[src/rtl/letc_pkg.sv]
// Shared integer-pipeline types: ALU opcode/kind enums and stage payloads.
package letc_pkg;

  localparam int unsigned WORD_W = 32;
  localparam int unsigned REG_W  = 5;

  typedef logic [WORD_W-1:0] word_t;
  typedef logic [REG_W-1:0]  reg_idx_t;

  typedef enum logic [3:0] {
    ALU_ADD  = 4'd0,
    ALU_SUB  = 4'd1,
    ALU_SLL  = 4'd2,
    ALU_SLT  = 4'd3,
    ALU_SLTU = 4'd4,
    ALU_XOR  = 4'd5,
    ALU_SRL  = 4'd6,
    ALU_SRA  = 4'd7,
    ALU_OR   = 4'd8,
    ALU_AND  = 4'd9
  } alu_op_e;

  typedef enum logic [2:0] {
    KIND_R     = 3'd0,
    KIND_I     = 3'd1,
    KIND_LUI   = 3'd2,
    KIND_AUIPC = 3'd3,
    KIND_LINK  = 3'd4
  } alu_kind_e;

  localparam word_t ALU_LINK_OFFSET = 32'd4;

  typedef struct packed {
    word_t    op1;
    word_t    op2;
    alu_op_e  opcode;
    reg_idx_t rd;
    logic     illegal;
  } issue_t;

  typedef struct packed {
    word_t    result;
    reg_idx_t rd;
    logic     illegal;
  } result_t;

endpackage

[src/rtl/core_alu_issue_if.sv]
// Instruction-in, ALU-drive and result-out signals of the ALU issue stage.
interface core_alu_issue_if;
  import letc_pkg::*;

  logic      in_valid;
  logic      in_ready;
  alu_kind_e in_kind;
  logic [2:0] in_funct3;
  logic      in_funct7_5;
  word_t     in_pc;
  word_t     in_rs1_data;
  word_t     in_rs2_data;
  word_t     in_imm;
  reg_idx_t  in_rd;

  word_t     alu_op1;
  word_t     alu_op2;
  alu_op_e   alu_opcode;
  word_t     alu_result;

  logic      out_valid;
  logic      out_ready;
  word_t     out_result;
  reg_idx_t  out_rd;
  logic      out_illegal;

  modport slave (
    input  in_valid, in_kind, in_funct3, in_funct7_5, in_pc,
           in_rs1_data, in_rs2_data, in_imm, in_rd, alu_result, out_ready,
    output in_ready, alu_op1, alu_op2, alu_opcode,
           out_valid, out_result, out_rd, out_illegal
  );

  modport master (
    output in_valid, in_kind, in_funct3, in_funct7_5, in_pc,
           in_rs1_data, in_rs2_data, in_imm, in_rd, alu_result, out_ready,
    input  in_ready, alu_op1, alu_op2, alu_opcode,
           out_valid, out_result, out_rd, out_illegal
  );

endinterface

[src/rtl/core_alu_opdec.sv]
// Combinational decode of kind/funct3/funct7_5 into ALU opcode and illegal flag.
module core_alu_opdec
  import letc_pkg::*;
(
  input  alu_kind_e  kind,
  input  logic [2:0] funct3,
  input  logic       funct7_5,
  output alu_op_e    opcode_c,
  output logic       illegal_c
);

  logic    is_r;
  logic    is_i;
  alu_op_e base_op;

  always_comb begin
    is_r      = (kind == KIND_R);
    is_i      = (kind == KIND_I);
    base_op   = ALU_ADD;
    opcode_c  = ALU_ADD;
    illegal_c = 1'b0;

    case (funct3)
      3'b000: base_op = (is_r && funct7_5) ? ALU_SUB : ALU_ADD;
      3'b001: base_op = ALU_SLL;
      3'b010: base_op = ALU_SLT;
      3'b011: base_op = ALU_SLTU;
      3'b100: base_op = ALU_XOR;
      3'b101: base_op = funct7_5 ? ALU_SRA : ALU_SRL;
      3'b110: base_op = ALU_OR;
      3'b111: base_op = ALU_AND;
      default: base_op = ALU_ADD;
    endcase

    // bit 30 is only an opcode bit for R-type and for the I-type shift encodings
    illegal_c = funct7_5 &&
                ((is_r && (funct3 != 3'b000) && (funct3 != 3'b101)) ||
                 (is_i && (funct3 == 3'b001)));

    if ((is_r || is_i) && !illegal_c) begin
      opcode_c = base_op;
    end
  end

endmodule

[src/rtl/core_alu_issue.sv]
// Two-stage elastic issue/capture around the combinational ALU: S1 drives the ALU, S2 holds the result.
module core_alu_issue
  import letc_pkg::*;
(
  input  logic              clk,
  input  logic              rst,
  input  logic              flush,
  core_alu_issue_if.slave   bus
);

  logic    s1_valid_q, s1_valid_d;
  logic    s2_valid_q, s2_valid_d;
  issue_t  s1_q, s1_d;
  result_t s2_q, s2_d;

  logic    s2_can_load_c;
  logic    s2_load_c;
  logic    s1_load_c;
  logic    in_ready_c;

  alu_op_e dec_opcode_c;
  logic    dec_illegal_c;
  word_t   sel_op1_c;
  word_t   sel_op2_c;

  core_alu_opdec u_opdec (
    .kind      (bus.in_kind),
    .funct3    (bus.in_funct3),
    .funct7_5  (bus.in_funct7_5),
    .opcode_c  (dec_opcode_c),
    .illegal_c (dec_illegal_c)
  );

  // operand selection by instruction kind
  always_comb begin
    sel_op1_c = '0;
    sel_op2_c = '0;
    case (bus.in_kind)
      KIND_R:     begin sel_op1_c = bus.in_rs1_data; sel_op2_c = bus.in_rs2_data;   end
      KIND_I:     begin sel_op1_c = bus.in_rs1_data; sel_op2_c = bus.in_imm;        end
      KIND_LUI:   begin sel_op1_c = '0;              sel_op2_c = bus.in_imm;        end
      KIND_AUIPC: begin sel_op1_c = bus.in_pc;       sel_op2_c = bus.in_imm;        end
      KIND_LINK:  begin sel_op1_c = bus.in_pc;       sel_op2_c = ALU_LINK_OFFSET;   end
      default:    begin sel_op1_c = '0;              sel_op2_c = '0;                end
    endcase
  end

  // handshake and next-state; flush drops both stages and blocks acceptance
  always_comb begin
    s2_can_load_c = !s2_valid_q || bus.out_ready;
    s2_load_c     = s1_valid_q && s2_can_load_c && !flush;
    in_ready_c    = !flush && (!s1_valid_q || s2_can_load_c);
    s1_load_c     = bus.in_valid && in_ready_c;

    s1_valid_d = s1_valid_q;
    s2_valid_d = s2_valid_q;
    s1_d       = s1_q;
    s2_d       = s2_q;

    if (flush) begin
      s1_valid_d = 1'b0;
      s2_valid_d = 1'b0;
    end else begin
      if (s1_load_c)      s1_valid_d = 1'b1;
      else if (s2_load_c) s1_valid_d = 1'b0;

      if (s2_load_c)          s2_valid_d = 1'b1;
      else if (bus.out_ready) s2_valid_d = 1'b0;
    end

    if (s1_load_c) begin
      s1_d.op1     = sel_op1_c;
      s1_d.op2     = sel_op2_c;
      s1_d.opcode  = dec_opcode_c;
      s1_d.rd      = bus.in_rd;
      s1_d.illegal = dec_illegal_c;
    end

    if (s2_load_c) begin
      s2_d.result  = bus.alu_result;
      s2_d.rd      = s1_q.rd;
      s2_d.illegal = s1_q.illegal;
    end
  end

  always_ff @(posedge clk) begin
    if (rst) begin
      s1_valid_q <= 1'b0;
      s2_valid_q <= 1'b0;
      s1_q       <= '0;
      s2_q       <= '0;
    end else begin
      s1_valid_q <= s1_valid_d;
      s2_valid_q <= s2_valid_d;
      s1_q       <= s1_d;
      s2_q       <= s2_d;
    end
  end

  assign bus.in_ready    = in_ready_c;
  assign bus.alu_op1     = s1_q.op1;
  assign bus.alu_op2     = s1_q.op2;
  assign bus.alu_opcode  = s1_q.opcode;
  assign bus.out_valid   = s2_valid_q;
  assign bus.out_result  = s2_q.result;
  assign bus.out_rd      = s2_q.rd;
  assign bus.out_illegal = s2_q.illegal;

endmodule

[src/flat_wrapper.sv]
// flat-port wrapper written by rule: the top's interface ports become plain ports
module core_alu_issue_flat import letc_pkg::*;
  (clk, rst, flush, bus_in_valid, bus_in_kind, bus_in_funct3, bus_in_funct7_5, bus_in_pc, bus_in_rs1_data, bus_in_rs2_data, bus_in_imm, bus_in_rd, bus_alu_result, bus_out_ready, bus_in_ready, bus_alu_op1, bus_alu_op2, bus_alu_opcode, bus_out_valid, bus_out_result, bus_out_rd, bus_out_illegal);
  core_alu_issue_if bus_i ();
  input  logic clk;
  input  logic rst;
  input  logic flush;
  input wire logic [$bits(bus_i.in_valid)-1:0] bus_in_valid;
  input wire logic [$bits(bus_i.in_kind)-1:0] bus_in_kind;
  input wire logic [$bits(bus_i.in_funct3)-1:0] bus_in_funct3;
  input wire logic [$bits(bus_i.in_funct7_5)-1:0] bus_in_funct7_5;
  input wire logic [$bits(bus_i.in_pc)-1:0] bus_in_pc;
  input wire logic [$bits(bus_i.in_rs1_data)-1:0] bus_in_rs1_data;
  input wire logic [$bits(bus_i.in_rs2_data)-1:0] bus_in_rs2_data;
  input wire logic [$bits(bus_i.in_imm)-1:0] bus_in_imm;
  input wire logic [$bits(bus_i.in_rd)-1:0] bus_in_rd;
  input wire logic [$bits(bus_i.alu_result)-1:0] bus_alu_result;
  input wire logic [$bits(bus_i.out_ready)-1:0] bus_out_ready;
  output wire logic [$bits(bus_i.in_ready)-1:0] bus_in_ready;
  output wire logic [$bits(bus_i.alu_op1)-1:0] bus_alu_op1;
  output wire logic [$bits(bus_i.alu_op2)-1:0] bus_alu_op2;
  output wire logic [$bits(bus_i.alu_opcode)-1:0] bus_alu_opcode;
  output wire logic [$bits(bus_i.out_valid)-1:0] bus_out_valid;
  output wire logic [$bits(bus_i.out_result)-1:0] bus_out_result;
  output wire logic [$bits(bus_i.out_rd)-1:0] bus_out_rd;
  output wire logic [$bits(bus_i.out_illegal)-1:0] bus_out_illegal;
  assign bus_i.in_valid = bus_in_valid;
  assign bus_i.in_kind = bus_in_kind;
  assign bus_i.in_funct3 = bus_in_funct3;
  assign bus_i.in_funct7_5 = bus_in_funct7_5;
  assign bus_i.in_pc = bus_in_pc;
  assign bus_i.in_rs1_data = bus_in_rs1_data;
  assign bus_i.in_rs2_data = bus_in_rs2_data;
  assign bus_i.in_imm = bus_in_imm;
  assign bus_i.in_rd = bus_in_rd;
  assign bus_i.alu_result = bus_alu_result;
  assign bus_i.out_ready = bus_out_ready;
  assign bus_in_ready = bus_i.in_ready;
  assign bus_alu_op1 = bus_i.alu_op1;
  assign bus_alu_op2 = bus_i.alu_op2;
  assign bus_alu_opcode = bus_i.alu_opcode;
  assign bus_out_valid = bus_i.out_valid;
  assign bus_out_result = bus_i.out_result;
  assign bus_out_rd = bus_i.out_rd;
  assign bus_out_illegal = bus_i.out_illegal;
  core_alu_issue u_core (.clk(clk), .rst(rst), .flush(flush), .bus(bus_i));
endmodule
[config.mk]
export PLATFORM = sky130hd
export DESIGN_NAME = core_alu_issue_flat
export DESIGN_NICKNAME = d
export VERILOG_FILES = /design/src/rtl/letc_pkg.sv /design/src/rtl/core_alu_issue_if.sv /design/src/rtl/core_alu_opdec.sv /design/src/rtl/core_alu_issue.sv /design/src/flat_wrapper.sv
export SDC_FILE = /design/constraint.sdc
export NUM_CORES = 1
export LEC_CHECK = 0
export BUFFER_PORTS_ARGS = -buffer_cell sky130_fd_sc_hd__buf_2
export CORE_MARGIN = 3
export CORE_UTILIZATION = 40
export DETAILED_ROUTE_END_ITERATION = 8
export PLACE_DENSITY = 0.74
export REMOVE_ABC_BUFFERS = 1
export SYNTH_ARGS = -nofsm -noshare
export SYNTH_HDL_FRONTEND = slang
export SYNTH_HIERARCHICAL = 1
export SYNTH_SLANG_ARGS = --single-unit
[constraint.sdc]
create_clock -name clk -period 1.2 [get_ports clk]
set_input_delay 0 -clock clk [delete_from_list [all_inputs] [get_ports clk]]
set_output_delay 0 -clock clk [all_outputs]
set_load 0.05 [all_outputs]
* Word level (Yosys, flattened, before mapping)
Cells that the tools add are included.
** Operators by class
- Equality and inequality tests :: 12
- Mux-type cells :: 10
- Reductions and logical operators :: 27
** Operators with widths (count)
- 32-bit one-hot mux with 3 select lines :: 1
- 32-bit one-hot mux with 2 select lines :: 1
- 4-bit one-hot mux with 8 select lines :: 1
- 3-bit == test, second input constant :: 5
- 3-bit by 2-bit == test with 1-bit output, second input constant :: 4
- 1-bit logical AND :: 10
- 3-bit by 1-bit == test with 1-bit output, second input constant :: 2
- 3-bit zero test :: 2
- 1-bit two-way mux :: 6
- 2-bit OR reduction :: 3
- 1-bit zero test :: 4
- 1-bit logical OR :: 4
- 4-bit two-way mux :: 1
- 2-bit nonzero test :: 2
- 3-bit != test, second input constant :: 1
- 3-bit nonzero test :: 1
- 3-bit OR reduction :: 1
** Word-level totals
- Register bits :: 114
- Output and inout port bits :: 108

* Longest topological paths before layout
Gate-level depths: netlist of run 1.
- Depth in word-level cells :: 8
- Gate-level depth with buffers :: 6
- Mapped depth without buffers :: 5

* By module
Netlist of run 1, hierarchy kept.
** By module, submodules not included
- core_alu_issue :: times used 1, cells an instance 688, area each 5695.5 µm², seq. area each 2282.2 µm²
- core_alu_opdec :: times used 1, cells an instance 24, area each 156.4 µm², seq. area each 0.0 µm²

* Least setup slack after synthesis of run 1
Ideal clock, no wire load.
- Path type :: reg2reg
- Start :: reg u_core.s2_valid_q (netlist: u_core/bus.out_valid)
- End :: reg u_core.s2_q, in the netlist u_core/bus.out_result[10]
- Setup time :: 0.070 ns
- Arrival time :: 1.494 ns
- Required time :: 1.130 ns
- Path slack :: -0.364 ns
- Cell stages (with the launch flop) :: 6
- Path buffers :: 1
- Clock period less this slack :: 1.564 ns
- Cell sequence :: dfxtp_1 > nor2b_4 > or3b_4 > clkbuf_1 > nand2_1 > a21oi_1
** Between the ends
- Cells in the longest elaborated chain, start to end :: 4
** RTL lines
- from (decl) :: RTL line core_alu_issue.sv:12 : logic s2_valid_q, s2_valid_d;
- from (signal assigned) :: RTL line core_alu_issue.sv:94 : s2_valid_q <= s2_valid_d;
- 1-bit zero test :: RTL line core_alu_issue.sv:50 : s2_can_load_c = !s2_valid_q || bus.out_ready;
- 1-bit logical OR :: RTL line core_alu_issue.sv:50
- 1-bit logical AND (2 in series) :: RTL line core_alu_issue.sv:51 : s2_load_c = s1_valid_q && s2_can_load_c && !flush;
- to (signal assigned) :: RTL line core_alu_issue.sv:91 : s2_q <= '0;
- to (signal assigned) :: RTL line core_alu_issue.sv:96 : s2_q <= s2_d;
- to (decl) :: RTL line core_alu_issue.sv:14 : result_t s2_q, s2_d;
No other way between the ends.
A chain may end at the register's enable or synchronous reset.

* Worst setup path in the final report of run 1
- Start :: reg u_core.s1_valid_q
- End :: reg u_core.s1_q, in the netlist u_core/bus.alu_op2[21]
** Between the ends
- Cells in the longest elaborated chain, start to end :: 4
** RTL lines
- from (decl) :: RTL line core_alu_issue.sv:11 : logic s1_valid_q, s1_valid_d;
- from (signal assigned) :: RTL line core_alu_issue.sv:93 : s1_valid_q <= s1_valid_d;
- 1-bit zero test :: RTL line core_alu_issue.sv:52 : in_ready_c = !flush && (!s1_valid_q || s2_can_load_c);
- 1-bit logical OR :: RTL line core_alu_issue.sv:52
- 1-bit logical AND :: RTL line core_alu_issue.sv:52
- 1-bit logical AND :: RTL line core_alu_issue.sv:53 : s1_load_c = bus.in_valid && in_ready_c;
- to (signal assigned) :: RTL line core_alu_issue.sv:90 : s1_q <= '0;
- to (signal assigned) :: RTL line core_alu_issue.sv:95 : s1_q <= s1_d;
- to (decl) :: RTL line core_alu_issue.sv:13 : issue_t s1_q, s1_d;
No other way between the ends.

==> results of run 1 <==
flip-flops by register name, indices dropped and copies added (netlist names):
name,count
u_core/s1_q,6
u_core/bus.alu_opcode,4
u_core/bus.out_illegal,1
u_core/s1_valid_q,1
u_core/bus.out_result,32
u_core/bus.alu_op1,32
u_core/bus.out_valid,1
u_core/bus.out_rd,5
u_core/bus.alu_op2,32
worst min path at each step:
stage / cells past startpoint / startpoint / endpoint
after global routing: 4 / bus_out_ready / u_core/bus.out_valid
after detailed placement: 3 / bus_alu_result[22] / u_core/bus.out_result[22]
after global placement: 3 / bus_alu_result[7] / u_core/bus.out_result[7]
after CTS: 4 / bus_out_ready / u_core/bus.out_valid
after floorplan: 1 / rst / u_core/bus.alu_op2[2]
final: 4 / bus_out_ready / u_core/bus.out_valid
tightest hold or removal path, cell delays in order:
cell	delay (ns)
buf_2	0.12
nor2b_4	0.06
nor2_1	0.09
nor3_1	0.05
final cells by class:
| cell class | count | share of cell area (%) |
|---|---|---|
| tap | 180 | 2.35 |
| sequential | 114 | 23.9 |
| inverter | 2 | 0.0784 |
| clock buffer | 19 | 4.63 |
| multi-input combinational | 471 | 31.5 |
| antenna | 1 | 0.0261 |
| clock inverter | 13 | 1.16 |
| timing repair buffer | 471 | 36.4 |
cell usage in the layout, fill, tap and decap left out, drive strengths merged, types with 2 or more instances in the layout:
master,netlist,routed
nor2b,3,3
nand3b,33,33
nor2,68,68
o21ai,4,4
dlygate4sd3,0,137
a22oi,32,32
and3b,2,2
inv,2,3
nand2b,31,31
nor3b,3,3
or3b,2,2
mux2,31,31
dfxtp,114,114
a211oi,32,32
clkinvlp,0,4
clkinv,0,7
clkbuf,24,21
nor3,35,35
buf,101,332
a21oi,82,82
nand2,102,102
cell families (layout without fill, tap and decap cells):
kind of cell | Yosys count | count (layout) | synth area share (%)
flops | 114 | 114 | 39.0
buf+inv | 127 | 505 | 14.5
other cells | 0 | 1 | 0
simple gates | 284 | 284 | 24.0
compound gates | 156 | 156 | 16.5
mux | 31 | 31 | 5.97
timing repair:
item,CTS,global route
pin swaps,24,7
hold endpoints to repair,106,1
endpoints found under the setup margin,101,114
gates resized for setup,50,18
setup buffers,3,2
cloned,3,2
power by group through the flow:
stage / Combinational [mW] / Sequential (mW) / Clock, mW
after floorplan: 0.512 / 4.49 / 0
after global placement: 1.76 / 4.07 / 0
after detailed placement: 1.78 / 4.07 / 0
after CTS: 2.25 / 3.99 / 4.77
after global routing: 2.51 / 4.01 / 4.95
final: 2.38 / 4.00 / 4.70
through the flow:
step / util (%) / setup TNS (ns)
after floorplan: - / -157.01
after global placement: 50.7 / -2.93
after detailed placement: 50.7 / -6.19
after CTS: 66.7 / -6.66
after global routing: 67.9 / -12.47
final: 67.9 / -7.78
layer usage:
metal / global-route usage (%) / vias up / share of wire, %
met5: 0 / - / 0
met4: 14.5 / 0 / 4.2
met3: 6.99 / 78 / 8.4
met2: 45.5 / 418 / 50
met1: 29.5 / 3063 / 37
li1: - / 3101 / -
==> summary.md, run 1 <==
| Metric | Value |
|---|---|
| Worst path depth | 6 |
| Synth Flop Type | dfxtp_1 |
| Yosys warnings | 6 |
| Internal power | between 7 and 8 mW |
| Share of layout cells above drive strength 1 | 41.3% |
| WS Path Type | reg -> reg |
| Slowest stage cell, crit path | dfxtp_2 |
| Status | finished with violations |
| Measured slew at the worst slew-check pin | approximately 0.43 ns |
| CP startpoint | u_core/s1_valid_q |
| Crit path to | u_core/bus.alu_op2[21] |
| Core ar. | 14100 sq um |
| R2R Setup Slk | -0.16 ns |
| Critical path startpoint category | flip-flop |
| P per Cell Area | 1160 nW/um^2 |
| Synth cell types | 39 |
| Crit end category | flip-flop |
| Clock slew at reported path FFs | 0.05 ns |
| Routed wire length | 22.4 mm |
| Fraction of registers with async set/reset | 0% |
| CTS Root Cell | clkbuf_16 |
| Reg2reg start | u_core/s1_valid_q |
| VDD IR max | 1.07 mV |
| Critical path data required time | ~1.5 ns |
| Setup ws final | -0.158 ns |
| Global placer's final weighted congestion | between 0.8 and 0.9 |
| Area contributors post-synth | dfxtp_1 (39%), buf_4 (10%), a21oi_1 (7.0%) |
| Starting Density | 41.5% |
| Max Fclk | 0.736 GHz |
| Post-route minimum period | 1.36 ns |
| Area grow syn2layout | 63.7% |
| First-pass GRT wire length | 33.9 mm |
| Drt pass-1 iters | 5 |
| Final Hold Fails | 1 |
| Antenna-violating nets left | 0 |
| Worst-path fanout max | 8 |
| Post-DP HPWL | 12.6 mm |
| Vias in the first global route | 6701 |
| Number of synthesized flops with an enable pin | 0 |
| Maxcap violations | 0 |
| Post-route DRC | 0 |
| Worst Path Arrival | 1.69 ns |
| Gr usage total | 26.4% |
| Die Area | 16100 sq um |
| Pins Over Slew Limit | 0 |
| Clk Latency, worst-skew pair | 0.41 ns |
| Min Hold Slack | -0.0512 ns |
| Psw | roughly 3.2 mW |
| Design area | 9580 sq um |
| Register area share after synthesis | 39.0% |
| Dpl ws | -0.110 ns |
| Unrepaired setup endpoints after global routing | true |
| H-tree depth | 4 |
| Gate power share | 21.5% |
| Largest stage delay, worst path | 0.34 ns |
| Area of the multi-input gates | 3010 sq um |
| CTS tree | built |
| Mean Syn Cell Area | 8.22 sq um |
| Height of the die | roughly 130 um |
| Post-route clock period utilization | 113% |
| CP Cell Sequence | and3b_2, nor3b_4, buf_12, buf_12, a22oi_1, nor2_1 |
| Power, Total | 11.1 mW |
| Wire per inst | 17.6 um |
| Fin nets | 1254 |
| Worst Skew | 0.00560 ns |
| Fin cells | 1271 |
| Commonest cells in the netlist | dfxtp_1 (114), nand2_1 (102), a21oi_1 (82) |
| Initial DRC count | around 440 |
| Violated checks | hold timing, setup timing |
| CP Buf/Inv Count | 2 |
| Die width | 127 um |
| P_leak | 4.18 nW |
| RR Endpoint | u_core/bus.alu_op2[21] |
| IO Port Bufs | 284 |
| Cell with the most instances after synthesis | dfxtp_1 |
| CTS Sinks | ~110 |
| Storage cell area | 2280 sq um |
| Vias | 6660 |
| Post-CTS Hold Fix Bufs | 137 |
| Vias per inst | roughly 5.2 |
| Cells after Synth | approximately 710 |
| Net Sw Frac | between 20 and 30% |
| Filler instances | 1025 |
| Worst slew margin | 71.5% |
| Synth Cell Area | 5850 sq um |
| Antenna violations before repair | 0 |
| Crit path max-delay family | simple AND/OR/NAND/NOR gates |
| Num ports | 285 |
| Area leader, netlist | dfxtp_1 |
| FF+latch count, synth | 114 |
| Row count | 43 |
| Worst reg2reg path depth | 6 |
| CP dominant cell by count | buf_12 |
| Reg power frac | between 30% and 40% |
| Min-delay worst type | in -> reg |
| Remaining Overflow, GRT | 0 |
| Largest net degree at the start of global routing | 42 |
| Clock power frac | 42.4% |
| Clock Path Buffers | 2 |
| CTS Buf Count | 17 |
| Post-synth top area share | 39.0% |
| Setup violators final | about 90 |
| Placed Area | 7140 sq um |
| Inst Count DP | ~1100 |
Power figures use the tool's default switching activity.
==> inputs of run 2 (changes only) <==
Settings changed: CORE_UTILIZATION 40 to 42, MAX_ROUTING_LAYER set to met4, PLACE_DENSITY 0.74 to 0.77.
==> run 2 against run 1 <==
The flow finishes with violations (setup timing). Count of clock-buffer cells in the layout fell by 1. Wire length rose by 9.0%. Final cell count rose by 0.24%. Critical path depth did not move. Worst hold slack improved by 0.071 ns. Clock power rose by 8.9%. Design area rose by 2.5%. Via count rose by 3.6%. Critical path type unchanged. Largest cell class unchanged. Largest power group unchanged. Highest routed layer unchanged.
==> summary.md, run 2 (same netlist as run 1, synthesis figures left out) <==
| Metric | Value |
|---|---|
| Core ar. | 13500 sq um (-4.6%) |
| Global placer's final weighted congestion | 0.792 (-0.99%) |
| Largest stage delay, worst path | 0.33 ns (about the same) |
| Vias per inst | 5.42 (+3.4%) |
| Vias | 6902 (+3.6%) |
| Routed wire length | 24.4 mm (+9.0%) |
| Remaining Overflow, GRT | 0 (unchanged) |
| P per Cell Area | 1180 nW/um^2 (+2.3%) |
| Clock power frac | 44.1% (+1.7 points) |
| IO Port Bufs | 284 (unchanged) |
| Min-delay worst type | in -> reg |
| Psw | 3.29 mW (+3.5%) |
| Net Sw Frac | 28.3% (-0.39 points) |
| Wire per inst | 19.1 um (+8.8%) |
| H-tree depth | 4 (unchanged) |
| Dpl ws | -0.120 ns (-0.00958 ns) |
| Height of the die | 124 um (-2.3%) |
| Placed Area | 7060 sq um (-1.1%) |
| Worst slew margin | 71.6% (+0.11 points) |
| Inst Count DP | 1082 (-0.82%) |
| Post-route clock period utilization | 116% (+3.2 points) |
| Reg power frac | 34.4% (-1.7 points) |
| CTS Sinks | 114 (unchanged) |
| CTS tree | built |
| Setup ws final | -0.197 ns (-0.0389 ns) |
| Slowest stage cell, crit path | dfxtp_2 |
| Drt pass-1 iters | 5 (unchanged) |
| Fin nets | 1261 (+0.56%) |
| Min Hold Slack | 0.0198 ns (+0.0709 ns) |
| Max Fclk | 0.716 GHz (-2.8%) |
| Unrepaired setup endpoints after global routing | true |
| CP Cell Sequence | and3b_2, nor3b_4, buf_6, buf_12, a22oi_1, nor2_1 |
| Critical path startpoint category | flip-flop |
| Die width | 124 um (-2.3%) |
| Design area | 9820 sq um (+2.5%) |
| Clock slew at reported path FFs | 0.06 ns (about the same) |
| Final Hold Fails | 0 (-1) |
| Worst Skew | 0.00631 ns (+0.000715 ns) |
| Post-route minimum period | 1.40 ns (+0.0389 ns) |
| Final Util | 73.0% (+5.0 points) |
| Starting Density | 43.5% (+2.0 points) |
| Area grow syn2layout | 67.7% |
| CTS Buf Count | 17 (unchanged) |
| Antenna violations before repair | 1 (+1) |
| VDD IR max | 1.02 mV (-4.3%) |
| Pins Over Slew Limit | 0 (unchanged) |
| Crit end category | flip-flop |
| Clock Path Buffers | 2 (unchanged) |
| Internal power | 8.32 mW (+5.5%) |
| Share of layout cells above drive strength 1 | 42.8% (+1.6 points) |
| P_leak | 4.29 nW (+2.6%) |
| Violated checks | setup timing |
| Post-DP HPWL | 12.0 mm (-4.3%) |
| First-pass GRT wire length | 32.9 mm (-3.0%) |
| Initial DRC count | 636 (+44%) |
| Critical path data required time | 1.52 ns (about the same) |
| Fin cells | 1274 (+0.24%) |
| Most common cell after layout, fill and taps aside | buf_2 |
| Worst-path fanout max | 8 (unchanged) |
| Clk Latency, worst-skew pair | 0.41 ns (about the same) |
| WS Path Type | reg -> reg |
| Die Area | 15400 sq um (-4.5%) |
| Post-route DRC | 0 (unchanged) |
| CTS Root Cell | clkbuf_16 |
| Setup violators final | 114 (+28%) |
| Maxcap violations | 0 (unchanged) |
| Power, Total | 11.6 mW (+4.9%) |
| Gr usage total | 28.1% (+1.7 points) |
| Fin Setup TNS | -12.04 ns (-4.26 ns) |
| Antenna-violating nets left | 0 (unchanged) |
| Largest net degree at the start of global routing | 63 (+50%) |
| Status | finished with violations |
| Row count | 42 (-2.3%) |
| Vias in the first global route | 6793 (+1.4%) |
| Filler instances | 926 (-9.7%) |
| Gate power share | 21.5% (about the same) |
| Num ports | 285 (unchanged) |
| Worst Path Arrival | 1.72 ns (+0.03 ns) |
| Most frequent cells in the layout | buf_2 (282), dlygate4sd3_1 (137), dfxtp_1 (112), nand2_1 (97), a21oi_1 (80) |
| Measured slew at the worst slew-check pin | 0.424 ns (-0.00355 ns) |
## run 2: changes by cell type in the layout (fill, tap and decap cells not counted), sizes merged
cell,before,now
bufbuf,0,2
buf,332,329
nand2,102,103
clkinvlp,4,3
bufinv,1,3
clkbuf,21,27
## run 2: path summary, 6_finish.rpt
path,start,end,slack (ns),depth (start not counted)
worst max register to register,u_core/bus.out_valid,u_core/bus.alu_op2[22],-0.20,6
worst min-delay path,bus_in_rs2_data[2],u_core/bus.alu_op2[2],0.02,4
worst min register to register,u_core/bus.out_result[15],u_core/bus.out_result[15],0.45,2
worst max-delay path,u_core/bus.out_valid,u_core/bus.alu_op2[22],-0.20,6
## run 2: critical path: cells and delay by family, from the launching register on
| kind | cells | cell delay (ns) |
|---|---|---|
| AO/OA/AOI/OAI | 1 | 0.07 |
| buffers and inverters | 2 | 0.31 |
| AND/OR/NAND/NOR | 3 | 0.60 |
| flip-flops | 1 | 0.33 |
## run 2: what timing repair did
item / 4_1_cts / 5_1_grt
cloned: 5 / 13
endpoints found under the setup margin: 97 / 114
pin swaps: 0 / 19
gates resized for setup: 29 / 56
buffers inserted: 1 / 3
hold buffers: 137 / 0
endpoints found under the hold margin: 107 / 0
## run 2: power by group through the flow
stage          Sequential [mW]  Clock [mW]  Combinational (mW)
2_1_floorplan             4.49           0               0.512
3_3_place_gp              4.06           0                1.74
3_5_place_dp              4.07           0                1.75
4_1_cts                   3.99        5.16                2.20
5_1_grt                   4.01        5.36                2.63
6_report                  4.00        5.12                2.50
## run 2: final cells by class
cell class                 count  area, sq um  share of cell area [%]
inverter                       2         7.51                  0.0765
multi-input combinational    472         3060                    31.2
tap                          176          220                    2.24
clock inverter                14          164                    1.67
antenna                        1         2.50                  0.0255
clock buffer                  18          429                    4.37
sequential                   114         2280                    23.3
timing repair buffer         477         3650                    37.2
## run 2: layer usage
metal	vias up	part of all wire (%)	global-route usage (%)
li1	3121	-	-
met1	3168	37	30.0
met2	499	48	45.9
met3	114	9.6	7.99
met4	0	5.1	17.4
met5	-	0	-
==> inputs of run 3 (changes only) <==
Settings changed: ABC_AREA set to 1, CORE_UTILIZATION 42 to 43, PLACE_DENSITY 0.77 to 0.78.
==> run 3 against run 2 <==
The run ends with hold timing, setup timing left. Die area grew 0.53%. Count of clock-buffer cells in the layout fell by 1. Maximum frequency rose by 7.4%. Critical path depth grew 2. Clock skew is 0.0017 ns higher. Power up 3.9%. Highest routed layer unchanged.
==> summary.md, run 3 <==
| Metric | Value |
|---|---|
| Crit end category | flip-flop |
| First-pass GRT wire length | 36.8 mm (+12%) |
| Dpl ws | -0.0261 ns (+0.0935 ns) |
| # diodes | 0 (-1) |
| Routed wire length | 25.2 mm (+3.2%) |
| Setup violators final | 45 (-61%) |
| Initial DRC count | 854 (+34%) |
| WS Path Type | reg -> reg |
| Vias in the first global route | 7401 (+9.0%) |
| Largest net degree at the start of global routing | 65 (+3.2%) |
| Power, Total | 12.1 mW (+3.9%) |
| Post-route DRC | 0 (unchanged) |
| CTS Buf Count | 17 (unchanged) |
| Antenna violations before repair | 0 (-1) |
| Filler instances | 880 (-5.0%) |
| Most common cell after layout, fill and taps aside | buf_2 |
| Synth Cell Area | 6020 sq um (+3.0%) |
| Min-delay worst type | in -> reg |
| Synth Flop Type | dfxtp_1 |
| Fin cells | 1419 (+11%) |
| Max Fclk | 0.769 GHz (+7.4%) |
| Global placer's final weighted congestion | 0.869 (+9.7%) |
| CTS Sinks | 114 (unchanged) |
| Clk Latency, worst-skew pair | 0.42 ns (about the same) |
| P per Cell Area | 1250 nW/um^2 (+5.4%) |
| Clock slew at reported path FFs | 0.05 ns (about the same) |
| Violated checks | hold timing, setup timing |
| IO Port Bufs | 284 (unchanged) |
| Fin nets | 1407 (+12%) |
| Worst-path fanout max | 7 (-1) |
| Measured slew at the worst slew-check pin | 0.391 ns (-0.0328 ns) |
| Worst slew margin | 73.9% (+2.3 points) |
| Mean Syn Cell Area | 6.98 sq um (-15%) |
| Busiest layer in global routing | met2 |
| Fraction of registers with async set/reset | 0% (unchanged) |
| Status | finished with violations |
| Die Area | 15500 sq um (+0.53%) |
| Setup ws final | -0.101 ns (+0.0964 ns) |
| Starting Density | 44.8% (+1.3 points) |
| Synth cell types | 24 (-38%) |
| Critical path startpoint category | flip-flop |
| Remaining Overflow, GRT | 0 (unchanged) |
| Worst Skew | 0.00805 ns (+0.00174 ns) |
| Unrepaired setup endpoints after global routing | true |
| Critical path data required time | 1.51 ns (about the same) |
| Cell with the most instances after synthesis | nand2_1 |
| Clock Path Buffers | 2 (unchanged) |
| Final Hold Fails | 1 (+1) |
| Yosys warnings | 6 (unchanged) |
| CTS Root Cell | clkbuf_16 |
| Area contributors post-synth | dfxtp_1 (38%), nand2_1 (12%), nand3_1 (11%) |
| Post-DP HPWL | 12.0 mm (about the same) |
| Most frequent cells in the layout | buf_2 (283), nand2_1 (182), dlygate4sd3_1 (159), nand3_1 (113), dfxtp_1 (112) |
| Drt pass-1 iters | 7 (+2) |
| Inst Count DP | 1216 (+12%) |
| Gr usage total | 29.7% (+1.6 points) |
| Register area share after synthesis | 37.9% (-1.1 points) |
| Post-synth top area share | 37.9% (-1.1 points) |
| Share of layout cells above drive strength 1 | 34.8% (-8.1 points) |
| Antenna-violating nets left | 0 (unchanged) |
| Vias per inst | 5.35 (-1.2%) |
| Vias | 7596 (+10%) |
| Commonest cells in the netlist | nand2_1 (189), nand3_1 (129), dfxtp_1 (114) |
| Wire per inst | 17.7 um (-7.4%) |
| Pins Over Slew Limit | 0 (unchanged) |
| Post-route clock period utilization | 108% (-8.0 points) |
| Area leader, netlist | dfxtp_1 |
| Area grow syn2layout | 60.6% |
| Row count | 42 (unchanged) |
| Num ports | 285 (unchanged) |
| GR met1 Demand/Resource | 32.0% (+2.1 points) |
| Die width | 124 um (+0.26%) |
| P_leak | 4.78 nW (+11%) |
| Min Hold Slack | -0.0211 ns (-0.0409 ns) |
| Height of the die | 124 um (+0.26%) |
| VDD IR max | 0.993 mV (-3.0%) |
| Cells after Synth | 863 (+21%) |
| FF+latch count, synth | 114 (unchanged) |
| Post-route minimum period | 1.30 ns (-0.0964 ns) |
| Number of synthesized flops with an enable pin | 0 (unchanged) |
| CTS tree | built |
| Worst Path Arrival | 1.61 ns (-0.11 ns) |
| Core ar. | 13500 sq um (unchanged) |
| Maxcap violations | 0 (unchanged) |
| H-tree depth | 4 (unchanged) |
| GRT met2 Usage | 48.7% (+2.7 points) |
| Met3 Use GR | 7.76% (-0.23 points) |
[run 3: per-layer routing]
layer / wire length (um) / share of wire (%) / vias to the layer above
li1: - / - / 3404
met1: 8730 / 35 / 3361
met2: 12100 / 48 / 658
met3: 2550 / 10 / 173
met4: 1740 / 6.9 / 0
met5: 0 / 0 / -
[run 3: logic make-up after synthesis]
logic type / count (synthesis) / synth area share, %
AOI/OAI and AO/OA: 115 / 10.7
buffers and inverters: 205 / 20.4
DFF: 114 / 37.9
and+or+nand+nor: 429 / 31.0
[run 3: area by class of cell]
class                           count  area [sq um]  share of cell area [%]
Clock inverter                     15           209                    2.16
Sequential cell                   114          2280                    23.6
Tap cell                          176           220                    2.28
Timing Repair Buffer              474          3540                    36.6
Clock buffer                       17           425                    4.40
Inverter                           79           302                    3.12
Multi-Input combinational cell    544          2700                    27.9
[run 3: through the flow]
step | util [%] | setup TNS (ns) | cell area [sq um]
after floorplan | - | -75.79 | 5090
after global placement | 52.0 | 0 | 7000
after detailed placement | 52.0 | -0.168 | 7000
after CTS | 69.3 | -0.254 | 9320
after global routing | 71.9 | -5.17 | 9670
final | 71.9 | -1.78 | 9670
[run 3: worst max-delay path: stages (launching register included)]
cell,delay [ns]
dfxtp_2,0.34
nand3_4,0.09
nand2_4,0.07
nor2_4,0.12
buf_12,0.16
clkbuf_16,0.18
nand3_2,0.10
nand2_1,0.10
inv_1,0.05
[run 3: power breakdown]
part | switching (mW) | internal [mW] | total, mW
logic | 1.55 | 1.07 | 2.62
clock network | 1.93 | 3.49 | 5.42
registers | 0.0880 | 3.94 | 4.03
total | 3.57 | 8.50 | 12.1
[run 3: path summary, 6_finish.rpt]
| kind | start | to | slack, ns | cells past startpoint |
|---|---|---|---|---|
| max | u_core/bus.out_valid | u_core/bus.alu_op1[9] | -0.10 | 8 |
| min | bus_in_rs2_data[12] | u_core/bus.alu_op2[12] | -0.02 | 5 |
| max reg2reg | u_core/bus.out_valid | u_core/bus.alu_op1[9] | -0.10 | 8 |
| min reg2reg | u_core/bus.alu_op2[29] | u_core/bus.alu_op2[29] | 0.46 | 2 |
[run 3: what timing repair did]
action,in CTS,in global routing
cloned,0,7
setup endpoints to repair,34,113
hold endpoints to repair,104,0
setup buffers,1,1
hold buffers,165,0
pin swaps,2,15
resized for setup,12,68
